**src/rtl/pll_lock_ctrl_if.sv**
```systemverilog
// Signal bundle between the PLL lock controller and its environment.
// The slave side is the controller; the master side models the PLL and the reset consumers.
interface pll_lock_ctrl_if #(
    parameter int unsigned STAT_W = 8
);
    logic              pll_locked;
    logic              force_relock;
    logic              pll_rst;
    logic              sys_reset;
    logic              ready;
    logic [STAT_W-1:0] relock_count;

    modport master (
        output pll_locked,
        output force_relock,
        input  pll_rst,
        input  sys_reset,
        input  ready,
        input  relock_count
    );

    modport slave (
        input  pll_locked,
        input  force_relock,
        output pll_rst,
        output sys_reset,
        output ready,
        output relock_count
    );
endinterface

```
**src/rtl/pll_lock_ctrl.sv**
```systemverilog
// PLL reset/relock sequencer: pulses pll_rst, waits for stable lock, and holds
// sys_reset until lock has persisted; all outputs are registered in refclk.
module pll_lock_ctrl #(
    parameter int unsigned RST_PULSE_CYCLES    = 16,
    parameter int unsigned LOCK_STABLE_CYCLES  = 1024,
    parameter int unsigned LOCK_TIMEOUT_CYCLES = 65536,
    parameter int unsigned CNT_W               = 17,
    parameter int unsigned STAT_W              = 8
) (
    input logic            refclk,
    input logic            rst,
    pll_lock_ctrl_if.slave bus
);
    typedef enum logic [1:0] {
        PLL_RESET = 2'b00,
        WAIT_LOCK = 2'b01,
        STABLE    = 2'b10,
        RUN       = 2'b11
    } state_t;

    localparam logic [CNT_W-1:0] RST_LAST     = CNT_W'(RST_PULSE_CYCLES - 1);
    localparam logic [CNT_W-1:0] STABLE_LAST  = CNT_W'(LOCK_STABLE_CYCLES - 1);
    localparam logic [CNT_W-1:0] TIMEOUT_LAST = CNT_W'(LOCK_TIMEOUT_CYCLES - 1);

    state_t            state;
    state_t            state_next;
    logic [CNT_W-1:0]  cnt;
    logic [CNT_W-1:0]  cnt_next;
    logic              sync1;
    logic              lk;
    logic              relock_evt;
    logic              pll_rst_q;
    logic              sys_reset_q;
    logic              ready_q;
    logic              pll_rst_d;
    logic              sys_reset_d;
    logic              ready_d;
    logic [STAT_W-1:0] relock_q;
    logic [STAT_W-1:0] relock_d;

    // Two-flop synchronizer for the asynchronous lock indication.
    always_ff @(posedge refclk) begin
        if (rst) begin
            sync1 <= 1'b0;
            lk    <= 1'b0;
        end else begin
            sync1 <= bus.pll_locked;
            lk    <= sync1;
        end
    end

    always_ff @(posedge refclk) begin
        if (rst) begin
            state       <= PLL_RESET;
            cnt         <= '0;
            pll_rst_q   <= 1'b1;
            sys_reset_q <= 1'b1;
            ready_q     <= 1'b0;
            relock_q    <= '0;
        end else begin
            state       <= state_next;
            cnt         <= cnt_next;
            pll_rst_q   <= pll_rst_d;
            sys_reset_q <= sys_reset_d;
            ready_q     <= ready_d;
            relock_q    <= relock_d;
        end
    end

    // force_relock outranks every other transition but is a no-op in PLL_RESET.
    always_comb begin
        state_next = state;
        relock_evt = 1'b0;
        if (bus.force_relock && (state != PLL_RESET)) begin
            state_next = PLL_RESET;
            relock_evt = 1'b1;
        end else begin
            case (state)
                PLL_RESET: begin
                    if (cnt == RST_LAST) begin
                        state_next = WAIT_LOCK;
                    end
                end
                WAIT_LOCK: begin
                    if (lk) begin
                        state_next = STABLE;
                    end else if (cnt == TIMEOUT_LAST) begin
                        state_next = PLL_RESET;
                        relock_evt = 1'b1;
                    end
                end
                STABLE: begin
                    if (!lk) begin
                        state_next = WAIT_LOCK;
                    end else if (cnt == STABLE_LAST) begin
                        state_next = RUN;
                    end
                end
                RUN: begin
                    if (!lk) begin
                        state_next = PLL_RESET;
                        relock_evt = 1'b1;
                    end
                end
                default: begin
                    state_next = PLL_RESET;
                end
            endcase
        end

        cnt_next = (state_next != state) ? '0 : cnt + CNT_W'(1);
        relock_d = (relock_evt && (relock_q != '1)) ? relock_q + STAT_W'(1) : relock_q;
    end

    // Outputs decoded from the next state so they move on the same edge as the state.
    always_comb begin
        pll_rst_d   = 1'b1;
        sys_reset_d = 1'b1;
        ready_d     = 1'b0;
        case (state_next)
            WAIT_LOCK, STABLE: begin
                pll_rst_d = 1'b0;
            end
            RUN: begin
                pll_rst_d   = 1'b0;
                sys_reset_d = 1'b0;
                ready_d     = 1'b1;
            end
            default: begin
                pll_rst_d   = 1'b1;
                sys_reset_d = 1'b1;
                ready_d     = 1'b0;
            end
        endcase
    end

    assign bus.pll_rst      = pll_rst_q;
    assign bus.sys_reset    = sys_reset_q;
    assign bus.ready        = ready_q;
    assign bus.relock_count = relock_q;
endmodule

```
**src/flat_wrapper.sv**
```systemverilog
// flat-port wrapper written by rule: the top's interface ports become plain ports
module pll_lock_ctrl_flat 
#(
    parameter int unsigned RST_PULSE_CYCLES    = 16,
    parameter int unsigned LOCK_STABLE_CYCLES  = 1024,
    parameter int unsigned LOCK_TIMEOUT_CYCLES = 65536,
    parameter int unsigned CNT_W               = 17,
    parameter int unsigned STAT_W              = 8
)
  (refclk, rst, bus_pll_locked, bus_force_relock, bus_pll_rst, bus_sys_reset, bus_ready, bus_relock_count);
  pll_lock_ctrl_if #(.STAT_W(STAT_W)) bus_i ();
  input logic refclk;
  input logic rst;
  input wire logic [$bits(bus_i.pll_locked)-1:0] bus_pll_locked;
  input wire logic [$bits(bus_i.force_relock)-1:0] bus_force_relock;
  output wire logic [$bits(bus_i.pll_rst)-1:0] bus_pll_rst;
  output wire logic [$bits(bus_i.sys_reset)-1:0] bus_sys_reset;
  output wire logic [$bits(bus_i.ready)-1:0] bus_ready;
  output wire logic [$bits(bus_i.relock_count)-1:0] bus_relock_count;
  assign bus_i.pll_locked = bus_pll_locked;
  assign bus_i.force_relock = bus_force_relock;
  assign bus_pll_rst = bus_i.pll_rst;
  assign bus_sys_reset = bus_i.sys_reset;
  assign bus_ready = bus_i.ready;
  assign bus_relock_count = bus_i.relock_count;
  pll_lock_ctrl #(.RST_PULSE_CYCLES(RST_PULSE_CYCLES), .LOCK_STABLE_CYCLES(LOCK_STABLE_CYCLES), .LOCK_TIMEOUT_CYCLES(LOCK_TIMEOUT_CYCLES), .CNT_W(CNT_W), .STAT_W(STAT_W)) u_core (.refclk(refclk), .rst(rst), .bus(bus_i));
endmodule
```
**config.mk**
```make
export PLATFORM = sky130hd
export DESIGN_NAME = pll_lock_ctrl_flat
export DESIGN_NICKNAME = d
export VERILOG_FILES = /design/src/rtl/pll_lock_ctrl_if.sv /design/src/rtl/pll_lock_ctrl.sv /design/src/flat_wrapper.sv
export SDC_FILE = /design/constraint.sdc
export NUM_CORES = 1
export LEC_CHECK = 0
export BUFFER_PORTS_ARGS = -buffer_cell sky130_fd_sc_hd__buf_2
export CAP_MARGIN = 30
export CORE_MARGIN = 2
export CORE_UTILIZATION = 40
export DETAILED_ROUTE_END_ITERATION = 6
export MAX_ROUTING_LAYER = met4
export SKIP_LAST_GASP = 1
export SYNTH_ARGS = -nofsm -noshare
export SYNTH_HDL_FRONTEND = slang
export SYNTH_SLANG_ARGS = --single-unit
export TNS_END_PERCENT = 30
```
**constraint.sdc**
```tcl
create_clock -name refclk -period 7.4 [get_ports refclk]
set_clock_uncertainty 0.1 [all_clocks]
set_input_delay 1.48 -clock refclk [delete_from_list [all_inputs] [get_ports refclk]]
set_output_delay 1.48 -clock refclk [all_outputs]
set_load 0.05 [all_outputs]
```
==> results_dict.tcl <==
set metrics [dict create \
    status "finished clean" \
    cp-end-kind "flip-flop" \
    path_delay_family "simple AND/OR/NAND/NOR gates" \
    dpl.hpwl_mm 2.20 \
    synth_area_per_cell_sq_um 9.02 \
    die_h_microns 65.9 \
    synth_top_family_by_area "simple AND/OR/NAND/NOR gates" \
    p_leak_nw 0.596 \
    cts_hold_buf 0 \
    initial_core_util_pct 41.9 \
    cts_buffer_depth 2 \
    yosysWarningCount 0 \
    drv_slew 0 \
    cts_tree "built" \
    die_x_microns 65.9 \
    synth_mux_area_share_pct 1.47 \
    diodes 0 \
    layout-area-overhead-vs-synth_pct 11.6 \
    async_reset_ff_share_pct 0 \
    syn_area_sq_mm 0.00153 \
    slowest_stage "dfxtp_1" \
    track_usage_pct 16.3 \
    critPathBufInv 0 \
    place_congestion 0.790 \
    irDropWorstVdd_mv 0.0754 \
    hold_slack_ns 0.350 \
    crit_chain "ha_1 > nand3_1 > nor3_1 > and4_1 > ha_1 > o21ba_2 > o21ai_1 > nor4_1 > mux2_2" \
    path_common_cell "ha_1" \
    ios 15 \
    synth_compound_area_share_pct 14.9 \
    maxCapViolCount 0 \
    setup_viol 0 \
    min_path_type "flip-flop to flip-flop" \
    fin_crit_ns 3.00 \
    finalPower_uw 302 \
    cpPeakStageDelay_ns 0.39 \
    syn_nets 177 \
    p_per_area_mw_per_mm2 176 \
    worstMarginPinSlew_ns 0.668 \
    core-area_sq_mm 0.00366 \
    die_area_sq_mm 0.00435 \
    drt_pass1_iterations 4 \
    worst-path-max-fanout 8 \
    grt-ovfl-total 0 \
    max_freq_mhz 333 \
    drc 0 \
    ant_nets 0 \
    synth_fa_ha_area_share_pct 2.45 \
    wl_per_cell_microns 13.1 \
    grt_max_degree 18 \
    worstPathArrival_ns 3.08 \
    grt_antenna_before_repair 0 \
    clk_latency_ns 0.28 \
    critPathKind "flip-flop to flip-flop" \
    most-common-layout-cells "dfxtp_1 (32), nor3_1 (15), nor2_1 (14), buf_2 (14), xnor2_1 (11)" \
    period_share_pct 40.6 \
    wl_mm 3.05 \
    drive_above_1_share_pct 15.7 \
    synth-simple-area-share_pct 28.1 \
    cp-start-kind "flip-flop" \
    cts_buffers 5 \
    cts_root_buf "clkbuf_8" \
    vias_per_cell 5.62 \
    first_iter_violations 80 \
    finalHoldViolCount 0 \
    ctsHtreeMaxLevel 2 \
    synth_xor_area_share_pct 7.99 \
    rsz0062_at_grt "no" \
    relSlewSlack_pct 55.3 \
    row_count 22 \
    grt_pass1_wl_mm 5.20 \
    clock_sinks 32 \
    required_ns 7.47 \
    synth_edf_count 0 \
    tns_ns 0 \
    ys_seq_area_share_pct 41.8 \
    synth_top_flop_cell "dfxtp_1" \
    portBuffers 14 \
    fin_area_sq_mm 0.00171 \
    cts.repair.resized 0 \
    synth_cell_types 42 \
    final_common_cell "dfxtp_1" \
    clkSlewWorstSetupHoldPaths_ns 0.06 \
    routed-via-count 1309 \
    post_cts_buffers 0 \
    synth_seq_cells 32 \
    grt_pass1_vias 1169 \
    placed_area_sq_mm 0.00164 \
    syn_inst 170 \
    finalNetCount 194 \
]
-- per-stage QoR --
stage                     setup slack, ns  utilization, %  instances
after floorplan                      4.63               -        170
after global placement               4.49            44.9        228
after detailed placement             4.37            44.9        228
after CTS                            4.39            46.8        233
after global routing                 4.11            46.8        233
final                                4.40            46.8        233
-- power breakdown --
| group | switching (mW) | internal, mW | leakage [nW] |
|---|---|---|---|
| clock | 0.0564 | 0.0604 | 0.0359 |
| sequential | 0.00205 | 0.174 | 0.259 |
| combinational | 0.00523 | 0.00322 | 0.301 |
| total | 0.0637 | 0.238 | 0.596 |
-- cell type report --
| class | count | area (sq um) |
|---|---|---|
| clock buffers | 5 | 68.8 |
| fillers | 355 | 1950 |
| repair buffers | 14 | 70.1 |
| well taps | 48 | 60.1 |
| multi-input cells | 126 | 842 |
| flip-flops and latches | 32 | 641 |
| inverters | 8 | 30.0 |
-- sequential cells by signal, summed over array words and instances (netlist names) --
register                 flops
u_core.cnt                  17
u_core.bus.relock_count      8
u_core.state                 2
u_core.bus.pll_rst           1
u_core.bus.ready             1
u_core.bus.sys_reset         1
u_core.lk                    1
u_core.sync1                 1
-- routing by layer --
metal  wire length, microns  GRT usage (%)  share of wire [%]
met4                     49           7.03                1.6
met2                   1470           25.1                 48
met1                   1380           18.7                 45
met5                      0              -                  0
met3                    150           6.64                4.9
-- kinds of logic (layout without fill, tap and decap cells) --
| group | after synthesis | in the layout |
|---|---|---|
| simple gates | 77 | 77 |
| compound gates | 30 | 30 |
| fa+ha+maj | 3 | 3 |
| mux | 2 | 2 |
| xor+xnor | 14 | 14 |
| flops | 32 | 32 |
| buf+inv | 12 | 27 |
-- Yosys cell counts, types with 2 or more instances --
library cell | n | area share [%]
xor2_1 | 3 | 1.7
nor3_1 | 15 | 4.9
o311ai_0 | 2 | 1.1
nand3b_1 | 2 | 0.98
and4_1 | 3 | 1.7
nand2_1 | 8 | 2.0
nor4_1 | 9 | 3.7
nor2b_1 | 4 | 1.6
nor2_1 | 14 | 3.4
dfxtp_1 | 32 | 42
a31oi_1 | 2 | 0.82
o21ai_0 | 6 | 2.0
inv_1 | 8 | 2.0
or3_1 | 3 | 1.2
nand3_1 | 8 | 2.6
a21oi_1 | 6 | 2.0
ha_1 | 3 | 2.4
xnor2_1 | 11 | 6.3
nand4_1 | 5 | 2.0
mux2_2 | 2 | 1.5
buf_2 | 2 | 0.65
nor3b_1 | 2 | 0.98
-- path summary, 6_finish.rpt --
| check | to | start | cells after the start | slack, ns |
|---|---|---|---|---|
| max | u_core.bus.relock_count[5]$_SDFFE_PP0P_ | u_core.cnt[0]$_SDFF_PP0_ | 9 | 4.40 |
| min | u_core.lk$_SDFF_PP0_ | u_core.sync1$_SDFF_PP0_ | 1 | 0.35 |
| max reg2reg | u_core.bus.relock_count[5]$_SDFFE_PP0P_ | u_core.cnt[0]$_SDFF_PP0_ | 9 | 4.40 |
| min reg2reg | u_core.lk$_SDFF_PP0_ | u_core.sync1$_SDFF_PP0_ | 1 | 0.35 |
Note: power is estimated with default switching activity, not from simulation.
